### config.mk
export PLATFORM = sky130hd
export DESIGN_NAME = jtframe_mouse_emu
export DESIGN_NICKNAME = d
export VERILOG_FILES = /design/src/rtl/jtframe_mouse_emu.sv
export SDC_FILE = /design/constraint.sdc
export NUM_CORES = 1
export LEC_CHECK = 0
export BUFFER_PORTS_ARGS = -buffer_cell sky130_fd_sc_hd__buf_2
export CAP_MARGIN = 20
export CORE_MARGIN = 3
export CORE_UTILIZATION = 57
export CTS_CLUSTER_SIZE = 16
export DETAILED_ROUTE_END_ITERATION = 6
export PLACE_DENSITY = 0.94
export SLEW_MARGIN = 20
export SYNTH_ARGS = -nofsm -noshare
export SYNTH_HDL_FRONTEND = slang
export SYNTH_SLANG_ARGS = --single-unit
### constraint.sdc
create_clock -name clk -period 3.8 [get_ports clk]
set_input_delay 0.76 -clock clk [delete_from_list [all_inputs] [get_ports clk]]
set_output_delay 0.76 -clock clk [all_outputs]
set_load 0.01 [all_outputs]
### src/rtl/jtframe_mouse_emu.sv
// jtframe_mouse_emu
//  Per-player mouse front end. Real PS/2-style packets are routed to player 1 or 2
//  by mouse_idx, their 9-bit deltas are saturated to 8 bits and the three buttons
//  are extracted. When a player's joystick is held, a periodic tick synthesises
//  mouse motion from the directions so cores expecting a trackball stay playable.
//
//  Parameters
//    JOY_STEP    signed delta magnitude (1..127) applied per emulation tick per axis
//    EMU_PERIOD  clk cycles between emulation ticks (>=2)
//
//  Ports
//    clk        system clock
//    rst        asynchronous active-high reset
//    lock       forces every output (and emulation state) to zero while high
//    joy1/joy2  player directions, active-high: [3]up [2]down [1]left [0]right
//    mouse_dx   signed 9-bit X delta (right positive)
//    mouse_dy   signed 9-bit Y delta (up positive)
//    mouse_f    packet flags: [0]left [1]right [2]middle button
//    mouse_st   one-cycle strobe, packet valid on dx/dy/f/idx
//    mouse_idx  packet owner: 0=1P, 1=2P
//    mouse_1p   1P motion {dy[7:0], dx[7:0]}, two's complement, registered
//    mouse_2p   2P motion, same format
//    but_1p     1P buttons {middle,right,left}, registered
//    but_2p     2P buttons, same format
module jtframe_mouse_emu #(
  parameter int JOY_STEP   = 8,
  parameter int EMU_PERIOD = 50000
) (
  input  logic        clk,
  input  logic        rst,
  input  logic        lock,
  input  logic [3:0]  joy1,
  input  logic [3:0]  joy2,
  input  logic [8:0]  mouse_dx,
  input  logic [8:0]  mouse_dy,
  input  logic [7:0]  mouse_f,
  input  logic        mouse_st,
  input  logic        mouse_idx,
  output logic [15:0] mouse_1p,
  output logic [15:0] mouse_2p,
  output logic [2:0]  but_1p,
  output logic [2:0]  but_2p
);

  localparam int                CNT_W    = $clog2(EMU_PERIOD);
  localparam logic [CNT_W-1:0]  CNT_LAST = CNT_W'(EMU_PERIOD - 1);
  localparam logic [CNT_W-1:0]  CNT_ONE  = CNT_W'(1);
  localparam logic [7:0]        STEP_POS = 8'(JOY_STEP);
  localparam logic [7:0]        STEP_NEG = 8'(-JOY_STEP);
  localparam logic signed [8:0] SAT_HI   = 9'sd127;
  localparam logic signed [8:0] SAT_LO   = -9'sd128;

  // Clamp a 9-bit signed delta into the 8-bit signed range.
  function automatic logic [7:0] sat8(input logic signed [8:0] v);
    logic [7:0] r;
    if (v > SAT_HI) begin
      r = 8'h7F;
    end else if (v < SAT_LO) begin
      r = 8'h80;
    end else begin
      r = v[7:0];
    end
    return r;
  endfunction

  // One emulated axis: a single pressed direction moves, none or both cancel out.
  function automatic logic [7:0] emu_axis(input logic pos, input logic neg);
    logic [7:0] r;
    case ({pos, neg})
      2'b10:   r = STEP_POS;
      2'b01:   r = STEP_NEG;
      default: r = 8'h00;
    endcase
    return r;
  endfunction

  logic [CNT_W-1:0] cnt_r;
  logic             tick_s;

  logic [3:0]  joy_s      [2];
  logic [15:0] mouse_r    [2];
  logic [15:0] mouse_nx_s [2];
  logic [2:0]  but_r      [2];
  logic [2:0]  but_nx_s   [2];
  logic        emu_r      [2];
  logic        emu_nx_s   [2];
  logic [15:0] pkt_val_s;

  assign joy_s[0]  = joy1;
  assign joy_s[1]  = joy2;
  assign tick_s    = (cnt_r == CNT_LAST);
  assign pkt_val_s = {sat8(mouse_dy), sat8(mouse_dx)};

  // Free-running tick counter; it keeps counting while locked.
  always_ff @(posedge clk or posedge rst) begin
    if (rst) begin
      cnt_r <= '0;
    end else if (tick_s) begin
      cnt_r <= '0;
    end else begin
      cnt_r <= cnt_r + CNT_ONE;
    end
  end

  // Next-state selection per player: lock > real packet > emulation tick > hold.
  always_comb begin
    for (int p = 0; p < 2; p++) begin
      mouse_nx_s[p] = mouse_r[p];
      but_nx_s[p]   = but_r[p];
      emu_nx_s[p]   = emu_r[p];
      if (lock) begin
        mouse_nx_s[p] = 16'h0000;
        but_nx_s[p]   = 3'b000;
        emu_nx_s[p]   = 1'b0;
      end else if (mouse_st && (mouse_idx == 1'(p))) begin
        mouse_nx_s[p] = pkt_val_s;
        but_nx_s[p]   = mouse_f[2:0];
        emu_nx_s[p]   = 1'b0;
      end else if (tick_s) begin
        if (joy_s[p] != 4'h0) begin
          mouse_nx_s[p] = {emu_axis(joy_s[p][3], joy_s[p][2]),
                           emu_axis(joy_s[p][0], joy_s[p][1])};
          emu_nx_s[p]   = 1'b1;
        end else if (emu_r[p]) begin
          // Emulated motion stops once the stick is released.
          mouse_nx_s[p] = 16'h0000;
          emu_nx_s[p]   = 1'b0;
        end else begin
          // Real mouse data is left untouched by an idle joystick.
          mouse_nx_s[p] = mouse_r[p];
          emu_nx_s[p]   = emu_r[p];
        end
      end else begin
        mouse_nx_s[p] = mouse_r[p];
        but_nx_s[p]   = but_r[p];
        emu_nx_s[p]   = emu_r[p];
      end
    end
  end

  // Player state registers.
  always_ff @(posedge clk or posedge rst) begin
    if (rst) begin
      for (int p = 0; p < 2; p++) begin
        mouse_r[p] <= 16'h0000;
        but_r[p]   <= 3'b000;
        emu_r[p]   <= 1'b0;
      end
    end else begin
      for (int p = 0; p < 2; p++) begin
        mouse_r[p] <= mouse_nx_s[p];
        but_r[p]   <= but_nx_s[p];
        emu_r[p]   <= emu_nx_s[p];
      end
    end
  end

  assign mouse_1p = mouse_r[0];
  assign mouse_2p = mouse_r[1];
  assign but_1p   = but_r[0];
  assign but_2p   = but_r[1];

endmodule

==> results_tabular.tex, run 1 <==
\begin{tabular}{lr}
\hline
Metric & Value \\
\hline
\multicolumn{2}{l}{\textbf{Placed design}} \\
Placed wire-length estimate & 5300 um \\
Final weighted congestion in routability-driven placement & 0.870 \\
Count of input and output buffers & 71 \\
Instance area at placement & 3290 sq um \\
\multicolumn{2}{l}{\textbf{Drt}} \\
Post-route met1 wirelength & 2850 um \\
Number of nets with antenna violations after detailed routing & 0 \\
Highest routing layer actually used & met4 \\
Total DRC errors in the routed layout & 0 \\
DR vias/cell & 6.00 \\
DR pass1 iterations & 4 \\
Initial drt markers & 225 \\
Total met2 wirelength after detailed routing & 3380 um \\
Detailed-route wire length & 7070 um \\
Wire length per cell & 17.2 um \\
Via count & 2,462 \\
Routed length on met3 & 636 um \\
\multicolumn{2}{l}{\textbf{Setup path}} \\
Startpoint types & flop \\
Data arrival, critical path & 2.63 ns \\
Cell chain of the critical path & ha\_1, and3\_1, and4\_4, a21oi\_2, mux2\_2 \\
CP Capture Type & flop \\
Crit path largest cell delay & 0.67 ns \\
CP max FO & 23 \\
CP Data Required Time & 4.00 ns \\
Cell family with the largest share of critical-path delay & compound AO/OA/AOI/OAI gates \\
WP buf/inv & 0 \\
CP max-delay cell & a21oi\_2 \\
Classification of the worst setup path & reg -> reg \\
Minimum setup slack among reg-to-reg paths & 1.37 ns \\
\multicolumn{2}{l}{\textbf{Synth}} \\
Count leader, synth & dfrtp\_1 \\
Post-synthesis async set-or-reset flop share & 1.00 \\
Part of the Yosys area used for sequential elements & 0.486 \\
Dominant cells by area after synthesis & dfrtp\_1 (49\%), nand3\_1 (4.2\%), mux2\_4 (4.2\%), ha\_1 (3.9\%), a22o\_1 (3.6\%) \\
Gate count of the mapped netlist & 271 \\
Dominant cell type by area after synthesis & dfrtp\_1 \\
Ranking of synthesized cells by instance count & dfrtp\_1 (56), nand2\_1 (25), nand3\_1 (24), nor2\_1 (18) \\
Yosys Warn Count & 0 \\
Synthesis-stage register bit count & 56 \\
Proportion of netlist area held by the largest area contributor & 0.486 \\
Prevailing post-synth register cell & dfrtp\_1 \\
Mean instance size in the synthesized netlist & 10.6 sq um \\
Number of library cell types mapped by synthesis & 43 \\
Count of flip-flops with a built-in enable after synthesis & 0 \\
Number of nets in the synthesized netlist & 319 \\
Post-synthesis instance area & 2880 sq um \\
\multicolumn{2}{l}{\textbf{Final layout}} \\
Post-route design area & 3380 sq um \\
Synthesis-to-layout area growth & 17.1\% \\
Diode count & 0 \\
Final Net Count & 390 \\
Fillers & 388 \\
Fraction of layout instances using a drive strength above 1 & 0.289 \\
Post-route core utilization & 0.701 \\
\multicolumn{2}{l}{\textbf{Die}} \\
Starting density of the core & 0.599 \\
Std-Cell Core Area & 4820 sq um \\
Overall die area & 5950 sq um \\
Horizontal extent of the die & 77.1 um \\
Top-Level Pins & 77 \\
Row Count & 25 \\
Floorplan die height & 77.1 um \\
\multicolumn{2}{l}{\textbf{STA}} \\
Time the final worst path needs with I/O delays and setup & 2.43 ns \\
Slew @ Worst Pin & 0.918 ns \\
Final clock skew & 0.00565 ns \\
Share of the cycle needed by the critical path after routing & 0.640 \\
Timing-limited maximum frequency & 411 MHz \\
Final slew viol count & 0 \\
Setup TNS Final & 0 ns \\
Number of endpoints with negative hold slack in the final report & 0 \\
Total of endpoints with negative setup slack in the final report & 0 \\
Setup repair after global routing missed its margin & no \\
Headroom to the max-slew limit & 0.387 \\
Final hold slack & 0.504 ns \\
\multicolumn{2}{l}{\textbf{Pwr}} \\
Cell internal pwr & 854 uW \\
Worst vdd rail ir drop & 253 uV \\
Clock group share of total power & 0.284 \\
Combinational group share of total power & 0.162 \\
Net switching power of the design & 308 uW \\
Leakage power total & 0.00173 uW \\
Final Power & 1160 uW \\
Reg power frac & 0.554 \\
Switching Share & 0.265 \\
Power per standard cell area & 344 nW/um\^{}2 \\
\multicolumn{2}{l}{\textbf{Clocking}} \\
CTS tree & done \\
Largest buffer count on any clock path & 2 \\
Insertion delay to the later sink of the worst-skew pair & 0.30 ns \\
Total number of clock tree sinks & 56 \\
Total of cells resized after clock tree synthesis & 0 \\
Clock-pin transition on the worst setup and hold timing paths & 0.09 ns \\
H-tree depth reported by CTS & 2 \\
Total of hold buffers inserted after clock tree synthesis & 0 \\
Cts bufs inserted & 5 \\
Number of buffers inserted by post-CTS setup repair & 0 \\
CTS root buffer & clkbuf\_8 \\
\multicolumn{2}{l}{\textbf{GRT}} \\
Overall routing resource usage & 0.245 \\
Vias in the first global route & 2,460 \\
Antenna violations before repair & 0 \\
Total congestion overflow & 0 \\
Pin count of the biggest net entering global routing & 38 \\
Global-route wire length before repair & 11,700 um \\
\multicolumn{2}{l}{\textbf{Run}} \\
Max-capacitance violation count & 0 \\
\multicolumn{2}{l}{\textbf{Status}} \\
Status & finished, final reports clean \\
\multicolumn{2}{l}{\textbf{Worst hold path}} \\
Class of the tightest hold or removal check & reg -> reg \\
\hline
\end{tabular}
## cells by family (layout without fill, tap and decap cells)
family | Yosys count | in the layout | synth area share
fa+ha+maj | 14 | 14 | 0.0564
flops | 56 | 56 | 0.486
buf+inv | 21 | 93 | 0.0334
compound gates | 51 | 51 | 0.129
mux | 16 | 16 | 0.0716
simple gates | 100 | 100 | 0.184
xor+xnor | 13 | 13 | 0.0395
## per-layer routing
| layer | global-route usage | vias up |
|---|---|---|
| met1 | 0.322 | 1158 |
| met2 | 0.395 | 152 |
| li1 | - | 1128 |
| met3 | 0.0469 | 24 |
| met5 | 0 | - |
| met4 | 0.110 | 0 |
## registers in the layout, indices dropped and copies added, names as in the netlist
| signal | cells |
|---|---|
| cnt_r | 16 |
| mouse_2p | 16 |
| emu_r | 2 |
| but_1p | 3 |
| but_2p | 3 |
| mouse_1p | 16 |
## final cells by class
cell class / count / area (sq um) / share of cell area
flip-flops and latches: 56 / 1400 / 0.415
multi-input cells: 194 / 1390 / 0.411
repair buffers: 73 / 370 / 0.110
clock buffers: 8 / 90.1 / 0.0267
well taps: 67 / 83.8 / 0.0248
inverters: 12 / 45.0 / 0.0133
## per-stage QoR
step | worst slack [ns] | cells
6_report | 1.37 | 410
5_1_grt | 1.30 | 410
4_1_cts | 1.40 | 410
3_5_place_dp | 1.15 | 402
3_3_place_gp | 1.18 | 402
2_1_floorplan | 1.67 | 271
## worst reg2reg max path, delay by kind of cell, from the launching register on
family | cells | cell delay, ns
mux | 1 | 0.42
simple gates | 2 | 0.49
flops | 1 | 0.44
compound gates | 1 | 0.68
fa+ha+maj | 1 | 0.30
## cells in the final DEF, fill, tap and decap left out, types with 6 or more instances in the layout
master    netlist  routed
mux2_4          8       8
nand3b_1        6       6
xnor2_1         6       6
nor2_1         18      18
a22o_1         12      12
o21ai_0         6       6
nand2_1        25      25
dfrtp_1        56      56
nand4_1         8       8
buf_2           2      71
a31oi_1        12      12
inv_1          11      10
xor2_1          7       7
nand3_1        24      24
ha_1            9       9
clkbuf_8        0       6
## worst paths after layout
path	start	endpoint	cells after the start
max in group asynchronous	rst	cnt_r[12]$_DFF_PP0_	3
min reg2reg	mouse_2p[10]$_DFFE_PP0P_	mouse_2p[10]$_DFFE_PP0P_	1
min in group asynchronous	rst	mouse_2p[9]$_DFFE_PP0P_	2
max	cnt_r[0]$_DFF_PP0_	mouse_2p[14]$_DFFE_PP0P_	5
max reg2reg	cnt_r[0]$_DFF_PP0_	mouse_2p[14]$_DFFE_PP0P_	5
min	mouse_2p[10]$_DFFE_PP0P_	mouse_2p[10]$_DFFE_PP0P_	1
## power groups by stage
stage	sequential, uW	clock [uW]	combinational (uW)
global route	647	363	206
detailed placement	655	0	186
finish	644	330	188
global placement	653	0	179
CTS	643	333	188
floorplan	666	0	95.5
Note: power is estimated with default switching activity, not from simulation.
==> run 2: changes to the inputs <==
CORE_UTILIZATION = 47   (was 57)
PLACE_DENSITY = 0.83   (was 0.94)
clock period = 1.97 ns   (was 3.8 ns; I/O delays follow)
==> run 2 against run 1 <==
Compared with the run above: sequential power increased by 93%; clock power increased by 98%; worst hold slack got worse by 0.39 ns; routed wire length increased by 3.1%; flip-flop and latch count unchanged; sequential share of layout area decreased by 1.8 points; first-iteration DRC count decreased by 27%; critical path depth unchanged; global-route usage decreased by 3.9 points; design area increased by 4.6%; critical endpoint is now mouse_2p[13]$_DFFE_PP0P_; largest power group unchanged; highest routed layer unchanged.
==> results_tabular.tex, run 2 (synthesis gave the netlist of run 1 again) <==
\begin{tabular}{lr}
\hline
Metric & Value \\
\hline
\multicolumn{2}{l}{\textbf{Placed design}} \\
Cell count after placement & 421 (was 402) \\
Worst slack, placed & -0.147 ns (was 1.15 ns) \\
Final weighted congestion in routability-driven placement & 0.820 (was 0.870) \\
Placed wire-length estimate & 5470 um (was 5300 um) \\
Count of input and output buffers & 71 (unchanged) \\
\multicolumn{2}{l}{\textbf{Clocking}} \\
Cts bufs inserted & 5 (unchanged) \\
Number of buffers inserted by post-CTS setup repair & 0 (unchanged) \\
Insertion delay to the later sink of the worst-skew pair & 0.31 ns (was 0.30 ns) \\
Clock-pin transition on the worst setup and hold timing paths & 0.11 ns (was 0.09 ns) \\
H-tree depth reported by CTS & 2 (unchanged) \\
Largest buffer count on any clock path & 2 (unchanged) \\
CTS tree & done (unchanged) \\
Total number of clock tree sinks & 56 (unchanged) \\
Total of hold buffers inserted after clock tree synthesis & 0 (unchanged) \\
CTS root buffer & clkbuf\_8 (unchanged) \\
\multicolumn{2}{l}{\textbf{GRT}} \\
Total congestion overflow & 0 (unchanged) \\
Pin count of the biggest net entering global routing & 57 (was 38) \\
Global-route wire length before repair & 12,000 um (was 11,700 um) \\
Vias in the first global route & 2,576 (was 2,460) \\
Overall routing resource usage & 0.207 (was 0.245) \\
Antenna violations before repair & 0 (unchanged) \\
\multicolumn{2}{l}{\textbf{Drt}} \\
Via count & 2,448 (was 2,462) \\
DR pass1 iterations & 5 (was 4) \\
DR vias/cell & 5.71 (was 6.00) \\
Number of nets with antenna violations after detailed routing & 0 (unchanged) \\
Detailed-route wire length & 7290 um (was 7070 um) \\
Initial drt markers & 165 (was 225) \\
Total DRC errors in the routed layout & 0 (unchanged) \\
Wire length per cell & 17.0 um (was 17.2 um) \\
\multicolumn{2}{l}{\textbf{Die}} \\
Row Count & 27 (was 25) \\
Std-Cell Core Area & 5710 sq um (was 4820 sq um) \\
Overall die area & 7110 sq um (was 5950 sq um) \\
Horizontal extent of the die & 84.3 um (was 77.1 um) \\
Top-Level Pins & 77 (unchanged) \\
Starting density of the core & 0.505 (was 0.599) \\
Floorplan die height & 84.3 um (was 77.1 um) \\
\multicolumn{2}{l}{\textbf{Pwr}} \\
Power per standard cell area & 643 nW/um\^{}2 (was 344 nW/um\^{}2) \\
Worst vdd rail ir drop & 374 uV (was 253 uV) \\
Leakage power total & 0.00182 uW (was 0.00173 uW) \\
\multicolumn{2}{l}{\textbf{Run}} \\
Max-capacitance violation count & 0 (unchanged) \\
\multicolumn{2}{l}{\textbf{STA}} \\
Slew @ Worst Pin & 0.486 ns (was 0.918 ns) \\
Final slew viol count & 0 (unchanged) \\
Total of endpoints with negative setup slack in the final report & 0 (unchanged) \\
Number of endpoints with negative hold slack in the final report & 0 (unchanged) \\
Timing-limited maximum frequency & 531 MHz (was 411 MHz) \\
Share of the cycle needed by the critical path after routing & 0.956 (was 0.640) \\
Headroom to the max-slew limit & 0.675 (was 0.387) \\
Final clock skew & 0.0123 ns (was 0.00565 ns) \\
Setup TNS Final & 0 ns (unchanged) \\
Time the final worst path needs with I/O delays and setup & 1.88 ns (was 2.43 ns) \\
Min setup slack post-route & 0.0860 ns (was 1.37 ns) \\
Final hold slack & 0.118 ns (was 0.504 ns) \\
Setup repair after global routing missed its margin & no (unchanged) \\
\multicolumn{2}{l}{\textbf{Status}} \\
Status & finished, final reports clean (unchanged) \\
\multicolumn{2}{l}{\textbf{Worst hold path}} \\
Class of the tightest hold or removal check & in -> async (was reg -> reg) \\
\multicolumn{2}{l}{\textbf{Final layout}} \\
Diode count & 0 (unchanged) \\
Commonest non-fill, non-tap cell in the layout & buf\_2 (unchanged) \\
Post-route core utilization & 0.618 (was 0.701) \\
Fillers & 477 (was 388) \\
Final Net Count & 404 (was 390) \\
Most frequent cells in the layout & buf\_2 (71), dfrtp\_1 (56), nand2\_1 (25), nand3\_1 (24), nor2\_1 (18) (unchanged) \\
Fraction of layout instances using a drive strength above 1 & 0.322 (was 0.289) \\
Non-filler instance count after layout & 429 (was 410) \\
Synthesis-to-layout area growth & 22.4\% (was 17.1\%) \\
\multicolumn{2}{l}{\textbf{Setup path}} \\
CP max-delay cell & a21oi\_4 (was a21oi\_2) \\
Crit path largest cell delay & 0.42 ns (was 0.67 ns) \\
Depth of the worst register-to-register path & 5 (unchanged) \\
Classification of the worst setup path & reg -> reg (unchanged) \\
CP max FO & 12 (was 23) \\
Data arrival, critical path & 2.09 ns (was 2.63 ns) \\
CP Capture Type & flop (unchanged) \\
Startpoint types & flop (unchanged) \\
Total number of cells along the worst setup path & 5 (unchanged) \\
WP buf/inv & 0 (unchanged) \\
Cell chain of the critical path & ha\_1, and3\_1, and4\_4, a21oi\_4, mux2\_2 (was ha\_1, and3\_1, and4\_4, a21oi\_2, mux2\_2) \\
Cell family with the largest share of critical-path delay & compound AO/OA/AOI/OAI gates (unchanged) \\
CP Data Required Time & 2.17 ns (was 4.00 ns) \\
\hline
\end{tabular}
## run 2: final timing paths
path	startpoint	end	slack, ns
max in group asynchronous	rst	cnt_r[2]$_DFF_PP0_	1.59
min	rst	mouse_1p[11]$_DFFE_PP0P_	0.12
min in group clk	mouse_f[1]	but_2p[1]$_DFFE_PP0P_	0.31
max reg2reg	cnt_r[0]$_DFF_PP0_	mouse_2p[13]$_DFFE_PP0P_	0.09
min reg2reg	mouse_2p[2]$_DFFE_PP0P_	mouse_2p[2]$_DFFE_PP0P_	0.52
max	cnt_r[0]$_DFF_PP0_	mouse_2p[13]$_DFFE_PP0P_	0.09
## run 2: layout make-up
type	instances	area (sq um)	share of cell area
well taps	72	90.1	0.0255
repair buffers	87	488	0.138
clock inverters	3	27.5	0.00780
flip-flops and latches	56	1400	0.397
inverters	12	45.0	0.0128
multi-input cells	194	1410	0.399
clock buffers	5	68.8	0.0195
## run 2: worst reg2reg max path, delay by kind of cell (launching register included)
| kind | cells | cell delay (ns) |
|---|---|---|
| compound gates | 1 | 0.42 |
| fa+ha+maj | 1 | 0.23 |
| flops | 1 | 0.40 |
| mux | 1 | 0.40 |
| simple gates | 2 | 0.35 |
## run 2: layer usage
| layer | GRT usage | vias up | part of all wire |
|---|---|---|---|
| li1 | - | 1161 | - |
| met1 | 0.274 | 1178 | 0.43 |
| met2 | 0.344 | 96 | 0.49 |
| met3 | 0.0422 | 13 | 0.061 |
| met4 | 0.0604 | 0 | 0.014 |
| met5 | 0 | - | 0 |
## run 2: power breakdown
group	internal (uW)	switching (uW)	leakage (uW)	total, uW
clock network	262	394	0.0000463	655
registers	1200	36.8	0.000746	1240
logic	163	212	0.00103	375
total	1630	642	0.00182	2270
## run 2: stage by stage
stage | power, uW | instance area [sq um]
after detailed placement | 1630 | 3410
after CTS | 2290 | 3520
after global placement | 1620 | 3410
after floorplan | 1470 | 2880
after global routing | 2380 | 3530
final | 2270 | 3530
## run 2: repair_timing
item,CTS,global route
gates cloned,0,0
endpoints found under the setup margin,12,2
resized for setup,2,1
==> run 3: changes to the inputs <==
RECOVER_POWER = 100   (was unset)
SKIP_LAST_GASP = 1   (was unset)
==> run 3 against run 2 <==
Compared with the run above: cell count stayed put; largest power group unchanged; die area is the same; setup slack improved by 0.022 ns; clock skew about the same.
==> results_tabular.tex, run 3 (synthesis gave the netlist of run 1 again) <==
\begin{tabular}{lr}
\hline
Metric & Value \\
\hline
\multicolumn{2}{l}{\textbf{STA}} \\
Total of endpoints with negative setup slack in the final report & 0 (unchanged) \\
Final hold slack & 0.313 ns (was 0.118 ns) \\
Timing-limited maximum frequency & 537 MHz (was 531 MHz) \\
Time the final worst path needs with I/O delays and setup & 1.86 ns (was 1.88 ns) \\
Setup repair after global routing missed its margin & no (unchanged) \\
Number of endpoints with negative hold slack in the final report & 0 (unchanged) \\
Share of the cycle needed by the critical path after routing & 0.945 (was 0.956) \\
Final clock skew & 0.0126 ns (was 0.0123 ns) \\
Final slew viol count & 0 (unchanged) \\
Headroom to the max-slew limit & 0.0949 (was 0.675) \\
Slew @ Worst Pin & 1.36 ns (was 0.486 ns) \\
\multicolumn{2}{l}{\textbf{Pwr}} \\
Worst vdd rail ir drop & 384 uV (was 374 uV) \\
Reg power frac & 0.555 (was 0.546) \\
Cell internal pwr & 1600 uW (was 1630 uW) \\
Power per standard cell area & 653 nW/um\^{}2 (was 643 nW/um\^{}2) \\
Combinational group share of total power & 0.152 (was 0.165) \\
Final Power & 2240 uW (was 2270 uW) \\
Net switching power of the design & 642 uW (about the same) \\
Clock group share of total power & 0.293 (was 0.289) \\
Leakage power total & 0.00163 uW (was 0.00182 uW) \\
Switching Share & 0.287 (was 0.283) \\
\multicolumn{2}{l}{\textbf{Drt}} \\
Wire length per cell & 17.1 um (was 17.0 um) \\
DR vias/cell & 5.68 (was 5.71) \\
Initial drt markers & 136 (was 165) \\
Total DRC errors in the routed layout & 0 (unchanged) \\
DR pass1 iterations & 4 (was 5) \\
Number of nets with antenna violations after detailed routing & 0 (unchanged) \\
Via count & 2,435 (was 2,448) \\
Detailed-route wire length & 7340 um (was 7290 um) \\
\multicolumn{2}{l}{\textbf{Setup path}} \\
Minimum setup slack among reg-to-reg paths & 0.11 ns (was 0.09 ns) \\
Classification of the worst setup path & reg -> reg (unchanged) \\
Cell family with the largest share of critical-path delay & flip-flops (was compound AO/OA/AOI/OAI gates) \\
Crit path largest cell delay & 0.40 ns (was 0.42 ns) \\
CP Capture Type & flop (unchanged) \\
CP max-delay cell & dfrtp\_1 (was a21oi\_4) \\
CP max FO & 12 (unchanged) \\
Startpoint types & flop (unchanged) \\
Reg-to-Reg Start & cnt\_r[0]\$\_DFF\_PP0\_ (unchanged) \\
Data arrival, critical path & 2.06 ns (was 2.09 ns) \\
End of the worst register-to-register path & mouse\_1p[5]\$\_DFFE\_PP0P\_ (was mouse\_2p[13]\$\_DFFE\_PP0P\_) \\
CP Data Required Time & 2.17 ns (about the same) \\
Cell chain of the critical path & ha\_1, and3\_1, and4\_4, a21boi\_4, mux2\_1 (was ha\_1, and3\_1, and4\_4, a21oi\_4, mux2\_2) \\
Depth of the worst register-to-register path & 5 (unchanged) \\
WP buf/inv & 0 (unchanged) \\
\multicolumn{2}{l}{\textbf{Run}} \\
Max-capacitance violation count & 0 (unchanged) \\
\multicolumn{2}{l}{\textbf{Clocking}} \\
CTS root buffer & clkbuf\_8 (unchanged) \\
Cts bufs inserted & 5 (unchanged) \\
Insertion delay to the later sink of the worst-skew pair & 0.31 ns (about the same) \\
Clock-pin transition on the worst setup and hold timing paths & 0.11 ns (about the same) \\
Largest buffer count on any clock path & 2 (unchanged) \\
H-tree depth reported by CTS & 2 (unchanged) \\
Total number of clock tree sinks & 56 (unchanged) \\
CTS tree & done (unchanged) \\
\multicolumn{2}{l}{\textbf{GRT}} \\
Vias in the first global route & 2,576 (unchanged) \\
Global-route wire length before repair & 12,000 um (unchanged) \\
Antenna violations before repair & 0 (unchanged) \\
Overall routing resource usage & 0.207 (unchanged) \\
Total congestion overflow & 0 (unchanged) \\
Pin count of the biggest net entering global routing & 57 (unchanged) \\
\multicolumn{2}{l}{\textbf{Final layout}} \\
Synthesis-to-layout area growth & 18.8\% (was 22.4\%) \\
Post-route design area & 3430 sq um (was 3530 sq um) \\
Post-route core utilization & 0.600 (was 0.618) \\
Final Net Count & 404 (unchanged) \\
Non-filler instance count after layout & 429 (unchanged) \\
Most frequent cells in the layout & dfrtp\_1 (56), clkbuf\_1 (42), buf\_2 (32), nand2\_1 (25), nand3\_1 (24) (was buf\_2 (71), dfrtp\_1 (56), nand2\_1 (25), nand3\_1 (24), nor2\_1 (18)) \\
Commonest non-fill, non-tap cell in the layout & dfrtp\_1 (was buf\_2) \\
Diode count & 0 (unchanged) \\
Fraction of layout instances using a drive strength above 1 & 0.179 (was 0.322) \\
\multicolumn{2}{l}{\textbf{Placed design}} \\
Final weighted congestion in routability-driven placement & 0.820 (unchanged) \\
Count of input and output buffers & 71 (unchanged) \\
Instance area at placement & 3410 sq um (unchanged) \\
Placed wire-length estimate & 5470 um (unchanged) \\
Cell count after placement & 421 (unchanged) \\
\multicolumn{2}{l}{\textbf{Worst hold path}} \\
Class of the tightest hold or removal check & in -> reg (was in -> async) \\
Endpoint with the worst hold slack & but\_2p[1]\$\_DFFE\_PP0P\_ \\
Hold Startpoint & mouse\_f[1] \\
Number of stages on the worst hold path & 3 \\
\multicolumn{2}{l}{\textbf{Die}} \\
Row Count & 27 (unchanged) \\
Overall die area & 7110 sq um (unchanged) \\
Floorplan die height & 84.3 um (unchanged) \\
Top-Level Pins & 77 (unchanged) \\
Starting density of the core & 0.505 (unchanged) \\
Horizontal extent of the die & 84.3 um (unchanged) \\
Std-Cell Core Area & 5710 sq um (unchanged) \\
\multicolumn{2}{l}{\textbf{Status}} \\
Status & finished, final reports clean (unchanged) \\
\hline
\end{tabular}
## run 3: changes by cell type in the layout (fill, tap and decap cells not counted)
cell and delta:
buf_4 -3, clkbuf_2 +1, mux2_4 -8, mux2_1 +8
buf_12 -1, and2_1 -1, inv_1 +1, and2_0 +1
clkbuf_1 +42, inv_2 -1, buf_2 -39
## run 3: layer usage
layer / track usage / up-vias / part of all wire
li1: - / 1162 / -
met5: 0 / - / 0
met2: 0.344 / 79 / 0.48
met4: 0.0604 / 0 / 0.014
met3: 0.0422 / 11 / 0.062
met1: 0.274 / 1183 / 0.44
## run 3: worst min-delay path: cells and delay by family
kind	cells	cell delay, ns
compound gates	1	0.05
buf+inv	1	0.10
simple gates	1	0.05
## run 3: through the flow
step | setup WS [ns] | TNS, ns
final | 0.108 | 0
after floorplan | 0.179 | 0
after global placement | -0.0477 | -0.175
after CTS | 0.0665 | 0
after detailed placement | -0.147 | -1.05
after global routing | 0.0401 | 0
## run 3: cell type report
| cell class | count | area (sq um) |
|---|---|---|
| clock buffer | 5 | 68.8 |
| clock inverter | 3 | 27.5 |
| fill | 506 | 2280 |
| inverter | 12 | 45.0 |
| multi-input combinational | 194 | 1380 |
| sequential | 56 | 1400 |
| tap | 72 | 90.1 |
| timing repair buffer | 87 | 413 |
## run 3: worst max path at each step
stage	from	endpoint	slack, ns	depth (start not counted)
5_1_grt	cnt_r[0]$_DFF_PP0_	mouse_1p[5]$_DFFE_PP0P_	0.04	5
3_3_place_gp	cnt_r[0]$_DFF_PP0_	mouse_2p[14]$_DFFE_PP0P_	-0.05	5
2_1_floorplan	cnt_r[0]$_DFF_PP0_	mouse_1p[12]$_DFFE_PP0P_	0.18	6
6_report	cnt_r[0]$_DFF_PP0_	mouse_1p[5]$_DFFE_PP0P_	0.11	5
4_1_cts	cnt_r[11]$_DFF_PP0_	cnt_r[9]$_DFF_PP0_	0.07	5
3_5_place_dp	cnt_r[0]$_DFF_PP0_	mouse_2p[13]$_DFFE_PP0P_	-0.15	5
## run 3: power groups by stage
stage | Sequential, uW | Clock [uW] | Combinational [uW]
final | 1240 | 656 | 340
after global routing | 1250 | 718 | 373
after CTS | 1240 | 669 | 376
after detailed placement | 1260 | 0 | 370
after global placement | 1260 | 0 | 358
after floorplan | 1280 | 0 | 184
## run 3: repair_timing
action                     4_1_cts  5_1_grt
resized for setup                2        1
pin swaps                        0        0
setup endpoints to repair       12        2
hold buffers                     0        0
setup buffers                    0        0
